**config.mk**
```make
export PLATFORM = sky130hd
export DESIGN_NAME = phase_accum
export DESIGN_NICKNAME = d
export VERILOG_FILES = /design/src/rtl/phase_accum_pkg.sv /design/src/rtl/phase_wrap.sv /design/src/rtl/phase_accum.sv
export SDC_FILE = /design/constraint.sdc
export NUM_CORES = 1
export LEC_CHECK = 0
export BUFFER_PORTS_ARGS = -buffer_cell sky130_fd_sc_hd__buf_2
export CORE_ASPECT_RATIO = 0.9
export CORE_UTILIZATION = 54
export CTS_CLUSTER_DIAMETER = 150
export DETAILED_ROUTE_END_ITERATION = 12
export PLACE_DENSITY_LB_ADDON = 0.12
export SKIP_CTS_REPAIR_TIMING = 1
export SLEW_MARGIN = 10
export SYNTH_ARGS = -nofsm -noshare
export SYNTH_HDL_FRONTEND = slang
export SYNTH_HIERARCHICAL = 1
export SYNTH_SLANG_ARGS = --single-unit
```
**constraint.sdc**
```tcl
create_clock -name clock -period 4.8 [get_ports clock]
set_input_delay 0.72 -clock clock [delete_from_list [all_inputs] [get_ports clock]]
set_output_delay 0.72 -clock clock [all_outputs]
set_load 0.02 [all_outputs]
```
**src/rtl/phase_accum_pkg.sv**
```systemverilog
// -----------------------------------------------------------------------------
// phase_accum_pkg
//   Shared phase-scaling constants and sample types for the CFO-correction
//   phase path. Phases are two's complement values scaled by
//   2**ATAN_LUT_SCALE_SHIFT, so PI is round(pi * 2**9) = 1608.
//   All phase-tracking stages take PI / PI_2 / TWO_PI from here so that
//   every stage agrees on the wrap points.
// -----------------------------------------------------------------------------
package phase_accum_pkg;

  localparam int ATAN_LUT_SCALE_SHIFT = 9;
  localparam int PI                   = 1608;
  localparam int PI_2                 = 804;
  localparam int TWO_PI               = 2 * PI;

  localparam int SAMPLE_W = 16;

  // One complex baseband sample.
  typedef struct packed {
    logic signed [SAMPLE_W-1:0] i;
    logic signed [SAMPLE_W-1:0] q;
  } iq_sample_t;

endpackage

```
**src/rtl/phase_wrap.sv**
```systemverilog
// -----------------------------------------------------------------------------
// phase_wrap
//   Combinational phase adder: o_sum = wrap(i_base + i_inc) into [-PI, PI].
//   The sum is formed one bit wider than the operands so it cannot overflow,
//   then a single +/- 2PI correction is applied. One correction is enough
//   as long as both operands are already inside [-PI, PI].
//   Exactly +PI and -PI are left untouched.
//
// Ports
//   i_base  in  PHASE_WIDTH signed : current phase, in [-PI, PI]
//   i_inc   in  PHASE_WIDTH signed : phase increment, in [-PI, PI]
//   o_sum   out PHASE_WIDTH signed : wrapped sum, in [-PI, PI]
// -----------------------------------------------------------------------------
module phase_wrap
  import phase_accum_pkg::*;
#(
  parameter int PHASE_WIDTH = 32
) (
  input  logic signed [PHASE_WIDTH-1:0] i_base,
  input  logic signed [PHASE_WIDTH-1:0] i_inc,
  output logic signed [PHASE_WIDTH-1:0] o_sum
);

  localparam logic signed [PHASE_WIDTH:0] LP_PI     = (PHASE_WIDTH+1)'(PI);
  localparam logic signed [PHASE_WIDTH:0] LP_NEG_PI = -(PHASE_WIDTH+1)'(PI);
  localparam logic signed [PHASE_WIDTH:0] LP_TWO_PI = (PHASE_WIDTH+1)'(TWO_PI);

  logic signed [PHASE_WIDTH:0] w_sum;
  logic signed [PHASE_WIDTH:0] w_wrapped;

  always_comb begin
    w_sum = {i_base[PHASE_WIDTH-1], i_base} + {i_inc[PHASE_WIDTH-1], i_inc};
    if (w_sum > LP_PI) begin
      w_wrapped = w_sum - LP_TWO_PI;
    end else if (w_sum < LP_NEG_PI) begin
      w_wrapped = w_sum + LP_TWO_PI;
    end else begin
      w_wrapped = w_sum;
    end
  end

  // The corrected value always fits back into PHASE_WIDTH bits.
  assign o_sum = w_wrapped[PHASE_WIDTH-1:0];

endmodule

```
**src/rtl/phase_accum.sv**
```systemverilog
// -----------------------------------------------------------------------------
// phase_accum
//   Per-sample phase generator for carrier-frequency-offset correction.
//   Each strobed input sample is forwarded one cycle later together with the
//   phase the rotate stage must apply to it. The phase of sample k after a
//   clear is the wrapped sum of the increments of samples 0..k-1, so the
//   first sample after a clear always carries phase 0.
//
// Build option
//   PHASE_ACCUM_SATURATE_EN : when defined, freq_offset is clamped to
//                             [-PI, PI] as it is loaded. When undefined the
//                             value is stored as given and the upstream
//                             stage must keep |freq_offset| <= PI.
//
// Ports
//   clock            in  1    : rising-edge clock
//   reset            in  1    : asynchronous, active-high, clears all state
//   enable           in  1    : low -> all state holds, no output strobe
//   in_i, in_q       in  16   : input sample
//   input_strobe     in  1    : input sample valid
//   freq_offset      in  PW   : per-sample phase increment (signed)
//   freq_offset_load in  1    : take freq_offset as the active increment
//   clear            in  1    : restart the running phase at 0
//   out_i, out_q     out 16   : sample, one cycle after its strobe
//   phase            out PW   : correction phase for out_i/out_q
//   output_strobe    out 1    : out_i/out_q/phase valid
// -----------------------------------------------------------------------------
module phase_accum
  import phase_accum_pkg::*;
#(
  parameter int PHASE_WIDTH = 32
) (
  input  logic                          clock,
  input  logic                          reset,
  input  logic                          enable,
  input  logic signed [SAMPLE_W-1:0]    in_i,
  input  logic signed [SAMPLE_W-1:0]    in_q,
  input  logic                          input_strobe,
  input  logic signed [PHASE_WIDTH-1:0] freq_offset,
  input  logic                          freq_offset_load,
  input  logic                          clear,
  output logic signed [SAMPLE_W-1:0]    out_i,
  output logic signed [SAMPLE_W-1:0]    out_q,
  output logic signed [PHASE_WIDTH-1:0] phase,
  output logic                          output_strobe
);

`ifdef PHASE_ACCUM_SATURATE_EN
  localparam logic signed [PHASE_WIDTH-1:0] LP_PI     = PHASE_WIDTH'(PI);
  localparam logic signed [PHASE_WIDTH-1:0] LP_NEG_PI = -PHASE_WIDTH'(PI);

  // Clamp a requested increment into [-PI, PI] so one wrap step stays enough.
  function automatic logic signed [PHASE_WIDTH-1:0] sat_phase(
    input logic signed [PHASE_WIDTH-1:0] v
  );
    if (v > LP_PI) begin
      return LP_PI;
    end else if (v < LP_NEG_PI) begin
      return LP_NEG_PI;
    end else begin
      return v;
    end
  endfunction
`endif

  logic signed [PHASE_WIDTH-1:0] r_inc;
  logic signed [PHASE_WIDTH-1:0] r_acc;
  logic signed [PHASE_WIDTH-1:0] r_phase_p1;
  iq_sample_t                    r_iq_p1;
  logic                          r_vld_p1;

  logic signed [PHASE_WIDTH-1:0] w_load_val;
  logic signed [PHASE_WIDTH-1:0] w_inc_eff;
  logic signed [PHASE_WIDTH-1:0] w_base;
  logic signed [PHASE_WIDTH-1:0] w_acc_next;

`ifdef PHASE_ACCUM_SATURATE_EN
  assign w_load_val = sat_phase(freq_offset);
`else
  assign w_load_val = freq_offset;
`endif

  // A load in the same cycle as a strobe already applies to that sample's
  // accumulation; a clear in the same cycle makes that sample start at 0.
  assign w_inc_eff = freq_offset_load ? w_load_val : r_inc;
  assign w_base    = clear ? '0 : r_acc;

  phase_wrap #(
    .PHASE_WIDTH (PHASE_WIDTH)
  ) u_phase_wrap (
    .i_base (w_base),
    .i_inc  (w_inc_eff),
    .o_sum  (w_acc_next)
  );

  // ---- p0 -> p1: accumulate and register the sample with its phase ----
  always_ff @(posedge clock or posedge reset) begin
    if (reset) begin
      r_inc      <= '0;
      r_acc      <= '0;
      r_phase_p1 <= '0;
      r_iq_p1    <= '0;
      r_vld_p1   <= 1'b0;
    end else if (enable) begin
      if (freq_offset_load) begin
        r_inc <= w_load_val;
      end
      if (input_strobe) begin
        r_phase_p1 <= w_base;
        r_iq_p1.i  <= in_i;
        r_iq_p1.q  <= in_q;
        r_vld_p1   <= 1'b1;
        r_acc      <= w_acc_next;
      end else begin
        r_vld_p1 <= 1'b0;
        if (clear) begin
          r_acc <= '0;
        end
      end
    end else begin
      // Disabled: data and phase state hold, but no new output is announced.
      r_vld_p1 <= 1'b0;
    end
  end

  assign out_i         = r_iq_p1.i;
  assign out_q         = r_iq_p1.q;
  assign phase         = r_phase_p1;
  assign output_strobe = r_vld_p1;

endmodule

```
# [Word level (Yosys, flattened, before mapping)]
# Index checks and enable logic that the tools add are counted.
# W data, S select, Z words.
[word_totals] regBits=129 word_cells=19
[classes] add_sub_neg=3 order_cmp=2 mux=7 reduce_logical=1
[ops] cell="$mux W32" n=5
[ops] cell="$add A32 B32 Y33" n=1
[ops] cell="$gt A33 B12 Y1 const B" n=1
[ops] cell="$lt A33 B12 Y1 const B" n=1
[ops] cell="$add A32 B13 Y32 const B" n=1
[ops] cell="$sub A32 B13 Y32 const B" n=1
[ops] cell="$mux W1" n=2
[ops] cell="$reduce_and A2 Y1" n=1

# [Depth between registers and ports, before layout]
[depth] depth_word=6 depth_mapped=23 depth_no_buf=20

# [By module]
# Netlist, hierarchy kept.
[by_module_without_submodules] module="phase_accum" instances=1 cells_per_inst=349 area_per_inst_um2=5336.4 seq_area_each_um2=3228.1
[by_module_without_submodules] module="phase_wrap" instances=1 cells_per_inst=524 area_per_inst_um2=3523.4 seq_area_each_um2=0.0

# [Worst setup path after synthesis]
# No wires, ideal clock.
[synth_timing] path_kind="input -> register" from="input freq_offset_load" to="register r_acc[18]" arrival_ns=4.842 t_required_ns=4.679 setup_slack_ns=-0.163 path_stages=19 n_path_buf=3 cell_sequence="buf_2 -> buf_2 -> mux2_2 -> ha_1 -> inv_1 -> fa_1 -> and2b_1 -> o2111a_1 -> o2111ai_2 -> a31oi_1 -> o41ai_2 -> xnor2_1 -> or4_4 -> o41ai_4 -> buf_6 -> or2_2 -> o32ai_1 -> xor2_1 -> a22o_1"
[synth_between] elab_chain_len=6
[synth_rtl] element="start: declaration" line_no="phase_accum.sv:40" text="input logic freq_offset_load,"
[synth_rtl] element="$mux W32 *"
[synth_rtl] element="named net w_inc_eff[0]" line_no="phase_accum.sv:73" text="logic signed [PHASE_WIDTH-1:0] w_inc_eff;"
[synth_rtl] element="$add A32 B32 Y33 *" line_no="phase_wrap.sv:32" text="w_sum = {i_base[PHASE_WIDTH-1], i_base} + {i_inc[PHASE_WIDTH-1], i_inc};"
[synth_rtl] element="$add A32 B13 Y32 or $lt A33 B12 Y1 (tied branches)" line_no="phase_wrap.sv:36, phase_wrap.sv:35"
[synth_rtl] element="$mux W32" line_no="phase_wrap.sv:35" text="end else if (w_sum < LP_NEG_PI) begin"
[synth_rtl] element="$mux W32 *" line_no="phase_wrap.sv:33" text="if (w_sum > LP_PI) begin"
[synth_rtl] element="named net w_acc_next[18]" line_no="phase_accum.sv:75" text="logic signed [PHASE_WIDTH-1:0] w_acc_next;"
[synth_rtl] element="$mux W32 *" line_no="phase_accum.sv:108" text="if (input_strobe) begin"
[synth_rtl] element="end signal: assignment" line_no="phase_accum.sv:113" text="r_acc <= w_acc_next;"
[synth_rtl] element="end: declaration" line_no="phase_accum.sv:67" text="logic signed [PHASE_WIDTH-1:0] r_acc;"
# The timed path passes the listed nets; every way through them passes the cells marked *.
# A chain may end at the register's enable or synchronous reset.

# [Worst setup path after layout]
[layout_timing] from="input freq_offset_load" to="register r_acc[24]"
# The elaborated chain is that of the path after synthesis.

==> key figures <==
Worst hold path
  • Min-Delay Path Class: in2async

STA
  • Pins Over Slew Limit: 0
  • Worst-Margin Slew: 1.24 ns
  • Worst slew margin: 0.174
  • Worst setup margin: -0.0496 ns
  • RSZ-0062 raised after global routing: true
  • Final Skew: 0.0126 ns
  • WHS: about 0.49 ns
  • Final min period: 4.85 ns
  • Final Hold Vio Count: 0
  • Final Setup Violations: 3
  • Final Cycle Share: 1.01
  • Highest Clock Rate: 206 MHz

Logic synthesis
  • Syn Nets: 978
  • Yosys top cell by area: dfrtp_1
  • Mapped Cells: 873
  • Sequential fraction of the synthesis area: 0.364
  • Post-synth EDFFs: 0
  • Synth warn: 6
  • Synth top area share: 0.364
  • Synth Cell Area: 8860 um^2
  • Post-synth top cells: dfrtp_1 (129), mux2_2 (124), nand2_1 (53)
  • Area contributors post-synth: dfrtp_1 (36%), mux2_2 (16%), ha_1 (4.8%)
  • Synth cell types: approximately 70
  • #FFs+latches synth: 129
  • Leading register cell type out of synthesis: dfrtp_1
  • Most frequent cell after synthesis: dfrtp_1
  • FFs w/ async S/R, synth: 1.00
  • Average cell area after synthesis: a little over 10 um^2

Global route
  • Initial antenna violation count: 0
  • GRT Total Usage: 0.326
  • GRT Residual Overflow: 0
  • Vias in the first global route: between 8000 and 9000
  • First-pass GRT wire length: roughly 42000 um
  • Largest net degree at the start of global routing: roughly 100

Clock tree
  • Clk sinks: between 100 and 150
  • Clock Latency Late Sink: roughly 0.44 ns
  • Root buf cell: clkbuf_16
  • H-Tree Depth: 4
  • TritonCTS clock tree: yes
  • Clk buf depth: 2
  • Cts bufs inserted: 17
  • Clock transition at path regs: around 0.060 ns

Power and ir drop
  • Maximum VDD drop: 0.448 mV
  • Total power: 0.00653 W
  • Power Density: 520 nW/um^2
  • Leakage: 5.92 nW

Worst setup path
  • Crit Path Class: in2reg
  • Crit path required time: 5.11 ns
  • Critical Path End Type: flip-flop
  • Critical Path Fanout Max: 7
  • Arrival @ worst endpoint: roughly 5.2 ns
  • Worst setup SP type: input port

Floorplanning
  • Die area: 16900 um^2
  • Die width: 137 um
  • Core Region: 16100 um^2
  • Row count: 44
  • Initial core utilization: 0.551
  • I/O pin count: 135
  • Die Y: 124 um

Run
  • Max Cap Violations: 0

Placement
  • # port buffers: 134
  • GPL Wtd Cong: 0.944
  • Inst Count DP: 1422
  • Hpwl dp: 20600 um

Routing
  • Residual DRC: 0
  • WL per Instance: 19.0 um
  • Vias: 8494
  • Post-DRT Antenna Nets: 0
  • DRT iter0 DRCs: about 660
  • TritonRoute pass-1 iters: 5
  • Final WL: 27800 um
  • Vias per cell: 5.80

Layout
  • Share of post-route cells with drive strength above 1: 0.510
  • Finished Layout Cells: 1465
  • Fillers: approximately 1100
  • Layout area overhead: 41.6%
  • NumNets Final: between 1000 and 1500
  • Register Area: about 3200 um^2
  • Core Util, Final: 0.781
  • Antenna diodes: 0
  • Multi-input gate area: 5730 um^2

Run status
  • Violated checks: negative setup slack
  • Status: complete, but fails checks
==> worst paths after layout <==
path                                    endpoint  slack [ns]                  start  cells after the start
max                        r_acc[24]$_DFFE_PP0P_       -0.05       freq_offset_load                     21
min                         out_q[5]$_DFFE_PP0P_        0.49                  reset                      2
max reg2reg                r_acc[24]$_DFFE_PP0P_        0.12   r_acc[0]$_DFFE_PP0P_                     20
min reg2reg                phase[12]$_DFFE_PP0P_        0.49  phase[12]$_DFFE_PP0P_                      1
max in group asynchronous   r_inc[5]$_DFFE_PP0P_        3.32                  reset                      3
min in group clock         phase[12]$_DFFE_PP0P_        0.49  phase[12]$_DFFE_PP0P_                      1
==> critical path, cell delays in order <==
cell	delay, ns
buf_6	0.09
buf_12	0.14
buf_12	0.14
buf_6	0.11
mux2_4	0.30
ha_4	0.26
buf_6	0.12
a21oi_4	0.13
o211ai_1	0.15
a221oi_4	0.46
a31oi_2	0.16
o41ai_2	0.37
xnor2_1	0.13
or4_4	0.52
o41ai_4	0.43
buf_4	0.19
buf_6	0.09
or4_4	0.12
o41ai_4	0.07
xor2_1	0.19
a22o_1	0.25
==> report_power, final <==
group | leakage [nW] | switching (W) | internal, W
sequential | 1.60 | 0.000131 | 0.00133
combinational | 4.03 | 0.00194 | 0.00182
clock | 0.283 | 0.000530 | 0.000783
total | 5.92 | 0.00260 | 0.00393
==> sequential cells by signal (all words and copies together), names as in the netlist <==
signal         cells
phase             32
r_inc             32
out_i             16
output_strobe      1
out_q             16
r_acc             32
==> through the flow <==
stage                     setup WS (ns)  setup TNS [ns]  area, um^2
final                           -0.0496          -0.119       12500
after detailed placement         -0.480           -9.70       11400
after global routing             -0.174           -1.78       12500
after global placement           -0.398           -8.03       11400
after floorplan                  0.0190               0        8900
after CTS                        -0.138           -1.09       12000
==> cell type report <==
cell class                 instances  share of cell area
inverter                          21             0.00668
sequential                       129               0.257
clock buffer                      18              0.0350
tap                              207              0.0206
timing repair buffer             391               0.212
clock inverter                    14              0.0123
multi-input combinational        685               0.456
==> layout by cell type (no fill, tap or decap), types with 7 or more instances in the layout <==
cell	Yosys	layout
o21a_1	7	7
nor2_1	32	31
nand2_1	53	50
xnor2_1	25	23
and2_1	13	11
or2_2	9	9
inv_1	21	17
a21o_1	13	13
nand3_1	19	18
o21ai_2	2	7
a21oi_1	51	46
or3_1	9	8
o211ai_1	11	11
o21ai_0	28	23
nand4_1	16	16
a22o_1	32	32
xor2_1	17	17
buf_2	17	133
nor3_1	16	14
a21oi_2	2	7
mux2_2	124	123
ha_1	34	27
clkbuf_16	0	17
dfrtp_1	129	129
nor2b_1	36	36
buf_4	9	249
==> cells by family after synthesis <==
family | share of synthesized area
AOI/OAI and AO/OA | 0.187
xor gates and xnor gates | 0.0434
adders and majority gates | 0.0503
buffers and inverters | 0.0380
DFF | 0.364
muxes | 0.170
and+or+nand+nor | 0.147
==> layer usage <==
layer  track usage  up-vias  wire, um
met5             0        -         0
li1              -     4042         -
met4         0.103        0       568
met3        0.0517       36      1710
met1         0.451     4102     12700
met2         0.521      314     12900
(Power assumes the default switching activity.)
